`src/rtl/div_iter.sv`:
```
// Iterative restoring divider: 2W-bit unsigned dividend by W-bit divisor,
// BPC quotient bits per cycle, valid/ready handshake on both sides.
module div_iter #(
  parameter int W   = 32,
  parameter int BPC = 1
) (
  input  logic           clk,
  input  logic           rst,
  input  logic           in_valid,
  output logic           in_ready,
  input  logic [2*W-1:0] x,
  input  logic [W-1:0]   d,
  output logic           out_valid,
  input  logic           out_ready,
  output logic [W-1:0]   q,
  output logic [W-1:0]   r,
  output logic           dz,
  output logic           ovf
);

  localparam int STEPS = W / BPC;
  localparam int CW    = (STEPS > 1) ? $clog2(STEPS) : 1;

  typedef enum logic [1:0] {IDLE, BUSY, DONE} state_t;

  state_t         state_q, state_d;
  logic [W:0]     rem_q, rem_d;
  logic [W-1:0]   quo_q, quo_d;
  logic [W-1:0]   d_q, d_d;
  logic [W-1:0]   q_q, q_d;
  logic [W-1:0]   r_q, r_d;
  logic           dz_q, dz_d;
  logic           ovf_q, ovf_d;
  logic [CW-1:0]  cnt_q, cnt_d;
  logic [W:0]     rem_v;
  logic [W-1:0]   quo_v;

  always_comb begin
    // BPC restoring steps; quo holds the unconsumed dividend bits on the left
    // and the freshly resolved quotient bits filling in from the right.
    rem_v = rem_q;
    quo_v = quo_q;
    for (int i = 0; i < BPC; i++) begin
      rem_v = {rem_v[W-1:0], quo_v[W-1]};
      quo_v = {quo_v[W-2:0], 1'b0};
      if (rem_v >= {1'b0, d_q}) begin
        rem_v    = rem_v - {1'b0, d_q};
        quo_v[0] = 1'b1;
      end
    end

    state_d = state_q;
    rem_d   = rem_q;
    quo_d   = quo_q;
    d_d     = d_q;
    q_d     = q_q;
    r_d     = r_q;
    dz_d    = dz_q;
    ovf_d   = ovf_q;
    cnt_d   = cnt_q;

    case (state_q)
      IDLE: begin
        if (in_valid) begin
          d_d   = d;
          quo_d = x[W-1:0];
          rem_d = {1'b0, x[2*W-1:W]};
          cnt_d = CW'(STEPS - 1);
          if (d == '0) begin
            state_d = DONE;
            dz_d    = 1'b1;
            ovf_d   = 1'b0;
            q_d     = '1;
            r_d     = x[W-1:0];
          end else if (x[2*W-1:W] >= d) begin
            state_d = DONE;
            dz_d    = 1'b0;
            ovf_d   = 1'b1;
            q_d     = '1;
            r_d     = x[W-1:0];
          end else begin
            state_d = BUSY;
          end
        end
      end
      BUSY: begin
        rem_d = rem_v;
        quo_d = quo_v;
        if (cnt_q == '0) begin
          state_d = DONE;
          q_d     = quo_v;
          r_d     = rem_v[W-1:0];
          dz_d    = 1'b0;
          ovf_d   = 1'b0;
        end else begin
          cnt_d = cnt_q - 1'b1;
        end
      end
      DONE: begin
        if (out_ready) state_d = IDLE;
      end
      default: state_d = IDLE;
    endcase
  end

  always_ff @(posedge clk) begin
    if (rst) begin
      state_q <= IDLE;
      rem_q   <= '0;
      quo_q   <= '0;
      d_q     <= '0;
      q_q     <= '0;
      r_q     <= '0;
      dz_q    <= 1'b0;
      ovf_q   <= 1'b0;
      cnt_q   <= '0;
    end else begin
      state_q <= state_d;
      rem_q   <= rem_d;
      quo_q   <= quo_d;
      d_q     <= d_d;
      q_q     <= q_d;
      r_q     <= r_d;
      dz_q    <= dz_d;
      ovf_q   <= ovf_d;
      cnt_q   <= cnt_d;
    end
  end

  assign in_ready  = (state_q == IDLE);
  assign out_valid = (state_q == DONE);
  assign q         = q_q;
  assign r         = r_q;
  assign dz        = dz_q;
  assign ovf       = ovf_q;

endmodule

```
`config.mk`:
```
export PLATFORM = sky130hd
export DESIGN_NAME = div_iter
export DESIGN_NICKNAME = d
export VERILOG_FILES = /design/src/rtl/div_iter.sv
export SDC_FILE = /design/constraint.sdc
export NUM_CORES = 1
export LEC_CHECK = 0
export ABC_AREA = 1
export BUFFER_PORTS_ARGS = -buffer_cell sky130_fd_sc_hd__clkbuf_2
export CAP_MARGIN = 20
export CORE_MARGIN = 4
export CORE_UTILIZATION = 45
export DETAILED_ROUTE_END_ITERATION = 6
export GPL_TIMING_DRIVEN = 1
export PLACE_DENSITY_LB_ADDON = 0.15
export SLEW_MARGIN = 10
export SYNTH_ARGS = -nofsm -noshare
export SYNTH_HDL_FRONTEND = slang
export SYNTH_SLANG_ARGS = --single-unit
```
`constraint.sdc`:
```
create_clock -name clk -period 2.5 [get_ports clk]
set_clock_uncertainty 0.15 [all_clocks]
set_input_delay 0.5 -clock clk [delete_from_list [all_inputs] [get_ports clk]]
set_output_delay 0.5 -clock clk [all_outputs]
set_load 0.01 [all_outputs]
```
==> metrics, run 1 <==
H-tree depth=4; layout cells sized above 1=28.4%; CP Class=flip-flop to flip-flop; CP startpoint=rem_q[23]; most used cell along the critical path=nand2_2; Post-synth top flop=dfxtp_1; clock root buffer=clkbuf_16; post-synthesis cell type count=35; final wirelength=about 39000 µm; PD cells=1730 nW/µm²; placed inst area=13800 µm²; mapped cell area=11500 µm²; port bufs=167; hold violation count in the final report=0; Setup TNS=0 ns; Nets=2304; initial core utilization=a little under half; f_max=between 400 and 500 MHz; post-route cell area=15600 µm²; Lkg Pwr=8.09 nW; total clock sinks=169; sequential share of the synthesized area=29.5%; CP endpoint kind=flip-flop; Ys Warns=0; worst r2r path cells=17; I/O pin cnt=168; Mapped Cells=1840; area grow syn2layout=35.6%; vias per cell=5.12; Worst Setup Slack, final=~0.073 ns; largest net degree at the start of global routing=~130; fillcell total=2463; Max Cap Viol=0; GPL Wtd Cong=0.953; Critical Path Fanout Max=7; hpwl dp=28700 µm; Hold Crit Start=rst; CP Capture Point=r[11]; pre-CTS setup slack=-0.412 ns; ys async rst share=0%; CP required=2.68 ns; vias in the first global route=around 12000; max-slew violations=0; Max Root-Sink Buffers=2; DRT Pass-1 Iters=7; post-synthesis sequential element count=about 170; EDFF count, synth=0; initial antenna violation count=0; Tcrit/Tclk final=97.1%; Min Hold Slack=between 0.2 and 0.25 ns; core area=25100 µm²; Slew @ Worst Pin=0.561 ns; crit-path max cell delay=0.42 ns; first-pass GRT wire length=between 50000 and 60000 µm; post-route minimum period=2.43 ns; Worst Path Arrival=2.61 ns; grt ovf=0; TritonCTS clock tree=done; Total Power=26.9 mW; wire length per cell=15.6 µm; die area=approximately 28000 µm²; DR iter-0 viols=1051; RSZ-0062 raised after global routing=true; hold_buf cts=0; ant diodes=0; routed via count=12700; clock input transition at the sequential cells of the worst setup and hold paths=0.08 ns; HP Class=input pin to flip-flop; Slew headroom=62.6%; # setup viols final=0; die span in y=between 150 and 200 µm; DRC viols=0; CTS buffer count=17; Core Rows=58; crit start category=flip-flop; syn avg cell area=6.23 µm²; VDD IR max=0.892 mV; result of the run=finished clean; DRT antenna net count=0; reg2reg setup slack=~0.073 ns; CP max-delay cell=dfxtp_1; Post-Syn Nets=2007; Reg2Reg Launch Point=rem_q[23]; gr usage total=approximately 26%; CP cell instances=ha_4 > nand2_1 > nand2_1 > inv_1 > nand2_2 > inv_1 > nand2_2 > nand2_2 > nand3_2 > nor2_4 > buf_12 > nand2_8 > buf_12 > nand3_1 > nand2_2 > nor2_1 > nor2_1; FF-to-FF End=r[11]; worst skew pair latency=0.44 ns; Die W=168 µm
kinds of logic after synthesis:
family | after synthesis | share of synthesized area, %
AO/OA/AOI/OAI | 301 | 14.6
flip-flops | 169 | 29.5
buffers and inverters | 406 | 13.9
adder cells (fa/ha/maj) | 67 | 7.37
AND/OR/NAND/NOR | 882 | 33.4
XOR/XNOR | 15 | 1.15
per-stage QoR:
step,utilization [%],instances
detailed placement,55.1,2433
global placement,55.1,2433
global route,61.9,2480
floorplan,-,1840
finish,61.9,2480
CTS,57.8,2466
placed cells by master (no fill, tap or decap), types with 21 or more instances in the layout:
cell       Yosys  routed
a21oi_1       98      96
buf_4          4     170
clkbuf_16      0      22
clkbuf_2       0     168
dfxtp_1      169     149
ha_1          66      40
ha_4           0      26
inv_1        316     307
nand2_1      463     393
nand2_2        2      59
nand3_1      115      99
nand3_2       22      33
nand4_1       54      54
nor2_1       202     172
nor2_2         2      21
o21a_1        33      33
o21ai_0      124     124
o31ai_1       31      31
final cells by class:
type / count / area (µm²) / area share (%)
multi-input combinational: 1265 / 7330 / 47.1
clock inverter: 14 / 148 / 0.949
clock buffer: 18 / 439 / 2.82
tap: 330 / 413 / 2.65
inverter: 322 / 1220 / 7.83
timing repair buffer: 362 / 2600 / 16.7
sequential: 169 / 3410 / 21.9
worst min path at each step:
stage | cells past startpoint | slack (ns) | endpoint
after floorplan | 2 | 0.29 | quo_q[10]
after global placement | 2 | 0.30 | q[17]
after detailed placement | 2 | 0.31 | quo_q[22]
after CTS | 3 | 0.19 | d_q[17]
after global routing | 2 | 0.21 | cnt_q[2]
final | 2 | 0.20 | cnt_q[3]
synth_stat cells, types with 14 or more instances:
| cell type | instances | share of area, % |
|---|---|---|
| nand3_1 | 115 | 5.0 |
| a21oi_1 | 98 | 4.3 |
| clkbuf_1 | 45 | 1.5 |
| o21ai_0 | 124 | 5.4 |
| nor2_1 | 202 | 6.6 |
| dfxtp_1 | 169 | 29 |
| inv_1 | 316 | 10 |
| xor2_1 | 14 | 1.1 |
| nand3_2 | 22 | 1.9 |
| nand2_1 | 463 | 15 |
| nand4_1 | 54 | 2.9 |
| o31ai_1 | 31 | 2.0 |
| o21a_1 | 33 | 2.2 |
| ha_1 | 66 | 7.2 |
| buf_2 | 27 | 1.2 |
repair_timing:
item | 4_1_cts | 5_1_grt
pin swaps | 5 | 41
buffers inserted | 1 | 10
setup endpoints to repair | 65 | 98
endpoints found under the hold margin | 0 | 0
resized for setup | 22 | 203
gates cloned | 0 | 5
layer usage:
| metal | wire length, µm | GRT usage, % |
|---|---|---|
| met5 | 0 | 0 |
| met4 | 843 | 7.23 |
| met3 | 2720 | 5.43 |
| met2 | 17800 | 41.6 |
| met1 | 17200 | 34.6 |
state kept, by name, summed over array words and instances (netlist names):
signal   cells
state_q      2
q           32
ovf          1
dz           1
quo_q       32
r           32
rem_q       32
d_q         32
cnt_q        5
worst max-delay path, delay by kind of cell, from the launching register on:
| kind | cells | cell delay [ns] |
|---|---|---|
| DFF | 1 | 0.42 |
| adders and majority gates | 1 | 0.26 |
| buffers and inverters | 4 | 0.47 |
| and+or+nand+nor | 12 | 1.02 |
report_power, final:
| part | leakage (nW) | internal [mW] | total, mW | switching (mW) |
|---|---|---|---|---|
| clock network | 0.282 | 1.36 | 2.69 | 1.33 |
| registers | 1.41 | 3.90 | 4.70 | 0.801 |
| logic | 6.40 | 7.94 | 19.5 | 11.6 |
Power figures use the tool's default switching activity.
==> run 2: changes to the inputs <==
- CORE_UTILIZATION: 45 -> 55
==> run 2 against run 1 <==
Compared with the run above:
- via count is 1.0% lower
- worst setup slack worse by 0.012 ns
- utilization grew 11 points
- highest routed layer unchanged
- largest power group unchanged
- fmax shrank 0.49%
- sequential share of layout area is 1.0 points higher
- critical path depth decreased by 1
- design area fell by 4.6%
- critical path type unchanged
- total power fell by 5.1%
- combinational power decreased by 7%
- wire length fell by 3.6%
- hold slack got worse by 0.025 ns
- sequential power barely moved
==> metrics, run 2 (synthesis results as in run 1) <==
result of the run=finished clean; Nets=2254; die area=around 23000 µm²; CP Class=flip-flop to flip-flop; die span in y=roughly 150 µm; Tcrit/Tclk final=between 90 and 100%; Slew headroom=64.8%; CTS buffer count=17; Lkg Pwr=7.79 nW; gr usage total=between 30% and 40%; Die W=152 µm; Worst Setup Slack, final=0.0615 ns; f_max=410 MHz; vias per cell=roughly 5.3; DRC viols=0; PD cells=1720 nW/µm²; crit-path max cell delay=about 0.33 ns; switching pwr=13.2 mW; final wirelength=37200 µm; post-route cell area=14800 µm²; Setup TNS=0 ns; GPL Wtd Cong=0.969; Critical Path Fanout Max=6; hpwl dp=approximately 28000 µm; Gate power share=a little under three quarters; ant diodes=0; Min Hold Slack=~0.18 ns; commonest non-fill, non-tap cell in the layout=nand2_1; RSZ-0062 raised after global routing=true; layout cells sized above 1=between 20% and 30%; Sw Share=51.6%; worst skew pair latency=0.44 ns; total clock sinks=169; TritonCTS clock tree=done; clock input transition at the sequential cells of the worst setup and hold paths=roughly 0.080 ns; Seq pwr share=18.5%; multi-input logic area=7130 µm²; largest net degree at the start of global routing=129; Register Area=3410 µm²; crit start category=flip-flop; final core utilization=~73%; CP cell instances=inv_1 > ha_4 > nand2_1 > nor2_2 > nand2_2 > nor2_4 > nand3_2 > nand3_2 > nor2_4 > buf_12 > nand2_8 > buf_6 > nand3_2 > nand3_1 > nand2_1 > inv_1; grt ovf=0; Slew @ Worst Pin=approximately 0.53 ns; HP Class=input pin to flip-flop; first-pass GRT wire length=57900 µm; DRT Pass-1 Iters=5; commonest non-fill, non-tap cells in the layout=nand2_1 (415), inv_1 (313), nor2_1 (172); initial core utilization=56.3%; port bufs=~170; Layout Cells excl Fill=around 2400; dpl cells=2330; most used cell along the critical path=nand3_2; CP startpoint=d_q[13]; pre-CTS setup slack=-0.277 ns; Worst Path Arrival=2.67 ns; initial antenna violation count=0; Core Rows=52; Clock Power Share=10.5%; area grow syn2layout=29.4%; core area=about 20000 µm²; Total Power=25.5 mW; DR iter-0 viols=824; max-slew violations=0; vias in the first global route=11600; placed inst area=~13000 µm²; Max Cap Viol=0; VDD IR max=between 1 and 1.5 mV; routed via count=12600; clock root buffer=clkbuf_16; DRT antenna net count=0; Reg2Reg Launch Point=d_q[13]; worst r2r path cells=16; # setup viols final=0; FF-to-FF End=rem_q[21]; CP max-delay cell=dfxtp_1; Int Pwr=12.4 mW; hold violation count in the final report=0; I/O pin cnt=about 170; CP required=2.74 ns; Max Root-Sink Buffers=2; reg2reg setup slack=0.06 ns; CP Capture Point=rem_q[21]; CP endpoint kind=flip-flop; H-tree depth=4; wire length per cell=15.7 µm; fillcell total=1764; post-route minimum period=between 2 and 2.5 ns
run 2: cell count changes in the layout (fill, tap and decap cells not counted), sizes merged:
cell | previous run | this run
buf | 189 | 142
clkinv | 6 | 8
clkinvlp | 2 | 1
clkbuf | 191 | 188
inv | 328 | 327
run 2: power by group through the flow:
stage | Sequential [mW] | Combinational [mW] | Clock [mW]
floorplan | 4.69 | 10.2 | 0
global placement | 4.61 | 15.4 | 0
detailed placement | 4.63 | 15.7 | 0
CTS | 4.58 | 15.8 | 2.68
global route | 4.86 | 19.9 | 2.81
finish | 4.73 | 18.1 | 2.67
run 2: how the worst min path moves through the flow:
stage	startpoint	end	slack, ns	cells past startpoint
floorplan	quo_q[10]	quo_q[10]	0.29	2
CTS	rst	cnt_q[2]	0.17	2
global route	rst	cnt_q[3]	0.20	2
global placement	quo_q[13]	quo_q[13]	0.30	2
finish	d[12]	d_q[12]	0.18	3
detailed placement	quo_q[16]	quo_q[16]	0.30	2
run 2: what timing repair did:
action,in CTS,in global routing
resized for setup,3,158
hold buffers,0,0
setup endpoints to repair,18,66
cloned,0,3
pin swaps,0,28
setup buffers,0,5
run 2: area by class of cell:
cell class	instances	area share, %
repair buffers	312	14.6
flip-flops and latches	169	22.9
well taps	270	2.28
multi-input cells	1265	48.0
inverters	322	8.17
clock inverters	14	1.04
clock buffers	18	2.89
run 2: routing by layer:
metal	routed length, µm	track usage, %
met1	16000	41.0
met2	17400	50.3
met3	2840	4.71
met4	922	8.06
met5	0	0
run 2: worst max-delay path: cells and delay by family (launching register included):
family        cells  cell delay, ns
buf+inv           4            0.42
simple gates     11            1.19
flops             1            0.33
fa+ha+maj         1            0.29
==> run 3: changes to the inputs <==
- CTS_BUF_LIST: not set -> sky130_fd_sc_hd__clkbuf_8 sky130_fd_sc_hd__clkbuf_16
==> run 3 against run 2 <==
Compared with the run above:
- utilization unchanged
- global-route usage is the same
- final cell count stayed put
- clock power about the same
- total power about the same
==> metrics, run 3 (synthesis results as in run 1) <==
result of the run=finished clean; Setup TNS=0 ns; vias in the first global route=11600; final wirelength=37100 µm; commonest non-fill, non-tap cell in the layout=nand2_1; largest net degree at the start of global routing=between 100 and 150; Total Power=25.5 mW; DRC viols=0; initial core utilization=56.3%; Lkg Pwr=about 8 nW; CP Class=flip-flop to flip-flop; Tcrit/Tclk final=97.6%; ant diodes=0; DRT antenna net count=0; max-slew violations=0; commonest non-fill, non-tap cells in the layout=nand2_1 (415), inv_1 (314), nor2_1 (172); worst skew pair latency=0.44 ns; Die W=152 µm; total clock sinks=169; first-pass GRT wire length=57900 µm; Critical Path Fanout Max=6; f_max=410 MHz; DRT Pass-1 Iters=5; dpl cells=2330; H-tree depth=4; GPL Wtd Cong=slightly below 1; CP cell instances=inv_1 > ha_4 > nand2_1 > nor2_2 > nand2_2 > nor2_4 > nand3_2 > nand3_2 > nor2_4 > buf_12 > nand2_8 > buf_6 > nand3_2 > nand3_1 > nand2_1 > inv_1; area grow syn2layout=29.4%; CP required=between 2 and 3 ns; PD cells=approximately 1700 nW/µm²; post-route minimum period=~2.4 ns; I/O pin cnt=168; hold violation count in the final report=0; Slew headroom=roughly 65%; die span in y=152 µm; CTS buffer count=17; initial antenna violation count=0; Max Cap Viol=0; # setup viols final=0; Worst Path Arrival=2.68 ns; clock input transition at the sequential cells of the worst setup and hold paths=~0.080 ns; TritonCTS clock tree=done; crit start category=flip-flop; Slew @ Worst Pin=0.528 ns; grt ovf=0; core area=approximately 20000 µm²; CP max-delay cell=dfxtp_1; gr usage total=30.2%; Max Root-Sink Buffers=2; clock root buffer=clkbuf_16; Core Rows=52; Nets=2254; Min Hold Slack=roughly 0.18 ns; routed via count=12600; crit-path max cell delay=0.33 ns; RSZ-0062 raised after global routing=true; VDD IR max=0.988 mV; die area=23200 µm²; port bufs=167; HP Class=input pin to flip-flop; most used cell along the critical path=nand3_2; vias per cell=5.31; Layout Cells excl Fill=2370; CP endpoint kind=flip-flop; layout cells sized above 1=roughly a quarter; hpwl dp=27700 µm; wire length per cell=15.7 µm; DR iter-0 viols=approximately 820
run 3: area by class of cell:
cell class / instances / area [µm²]
clock inverter: 15 / 158
timing repair buffer: 312 / 2170
clock buffer: 17 / 425
sequential: 169 / 3410
fill: 1764 / 5520
tap: 270 / 338
multi-input combinational: 1265 / 7130
inverter: 322 / 1210
run 3: through the flow:
stage / setup WS [ns] / util, % / area [µm²]
finish: 0.0600 / 72.9 / 14800
global route: -0.0622 / 72.9 / 14800
CTS: 0.00232 / 69.0 / 14000
detailed placement: -0.277 / 66.1 / 13500
global placement: -0.260 / 66.1 / 13500
floorplan: 0.265 / - / 11500
run 3: power breakdown:
part / switching (mW) / internal [mW]
clock network: 1.34 / 1.33
registers: 0.825 / 3.90
logic: 11.0 / 7.13
total: 13.2 / 12.4
run 3: critical path: cells and delay by family (launching register included):
family / cells / cell delay (ns)
and+or+nand+nor: 11 / 1.19
DFF: 1 / 0.33
adders and majority gates: 1 / 0.29
buffers and inverters: 4 / 0.42
run 3: timing repair:
item | CTS | global route
endpoints found under the setup margin | 18 | 66
cloned | 0 | 3
pin swaps | 0 | 28
resized for setup | 3 | 158
endpoints found under the hold margin | 0 | 0
hold buffers | 0 | 0
setup buffers | 0 | 5
run 3: worst paths after layout:
kind	startpoint	end	slack, ns	cells past startpoint
max	d_q[13]	rem_q[21]	0.06	16
min	d[12]	d_q[12]	0.18	3
max reg2reg	d_q[13]	rem_q[21]	0.06	16
min reg2reg	quo_q[14]	quo_q[14]	0.32	2
run 3: per-layer routing:
metal / up-vias / share of wire, % / GRT usage [%]
met5: - / 0 / 0
met4: 0 / 2.5 / 8.06
met3: 65 / 7.7 / 4.71
met2: 443 / 47 / 50.3
met1: 5742 / 43 / 41.0
li1: 6340 / - / -
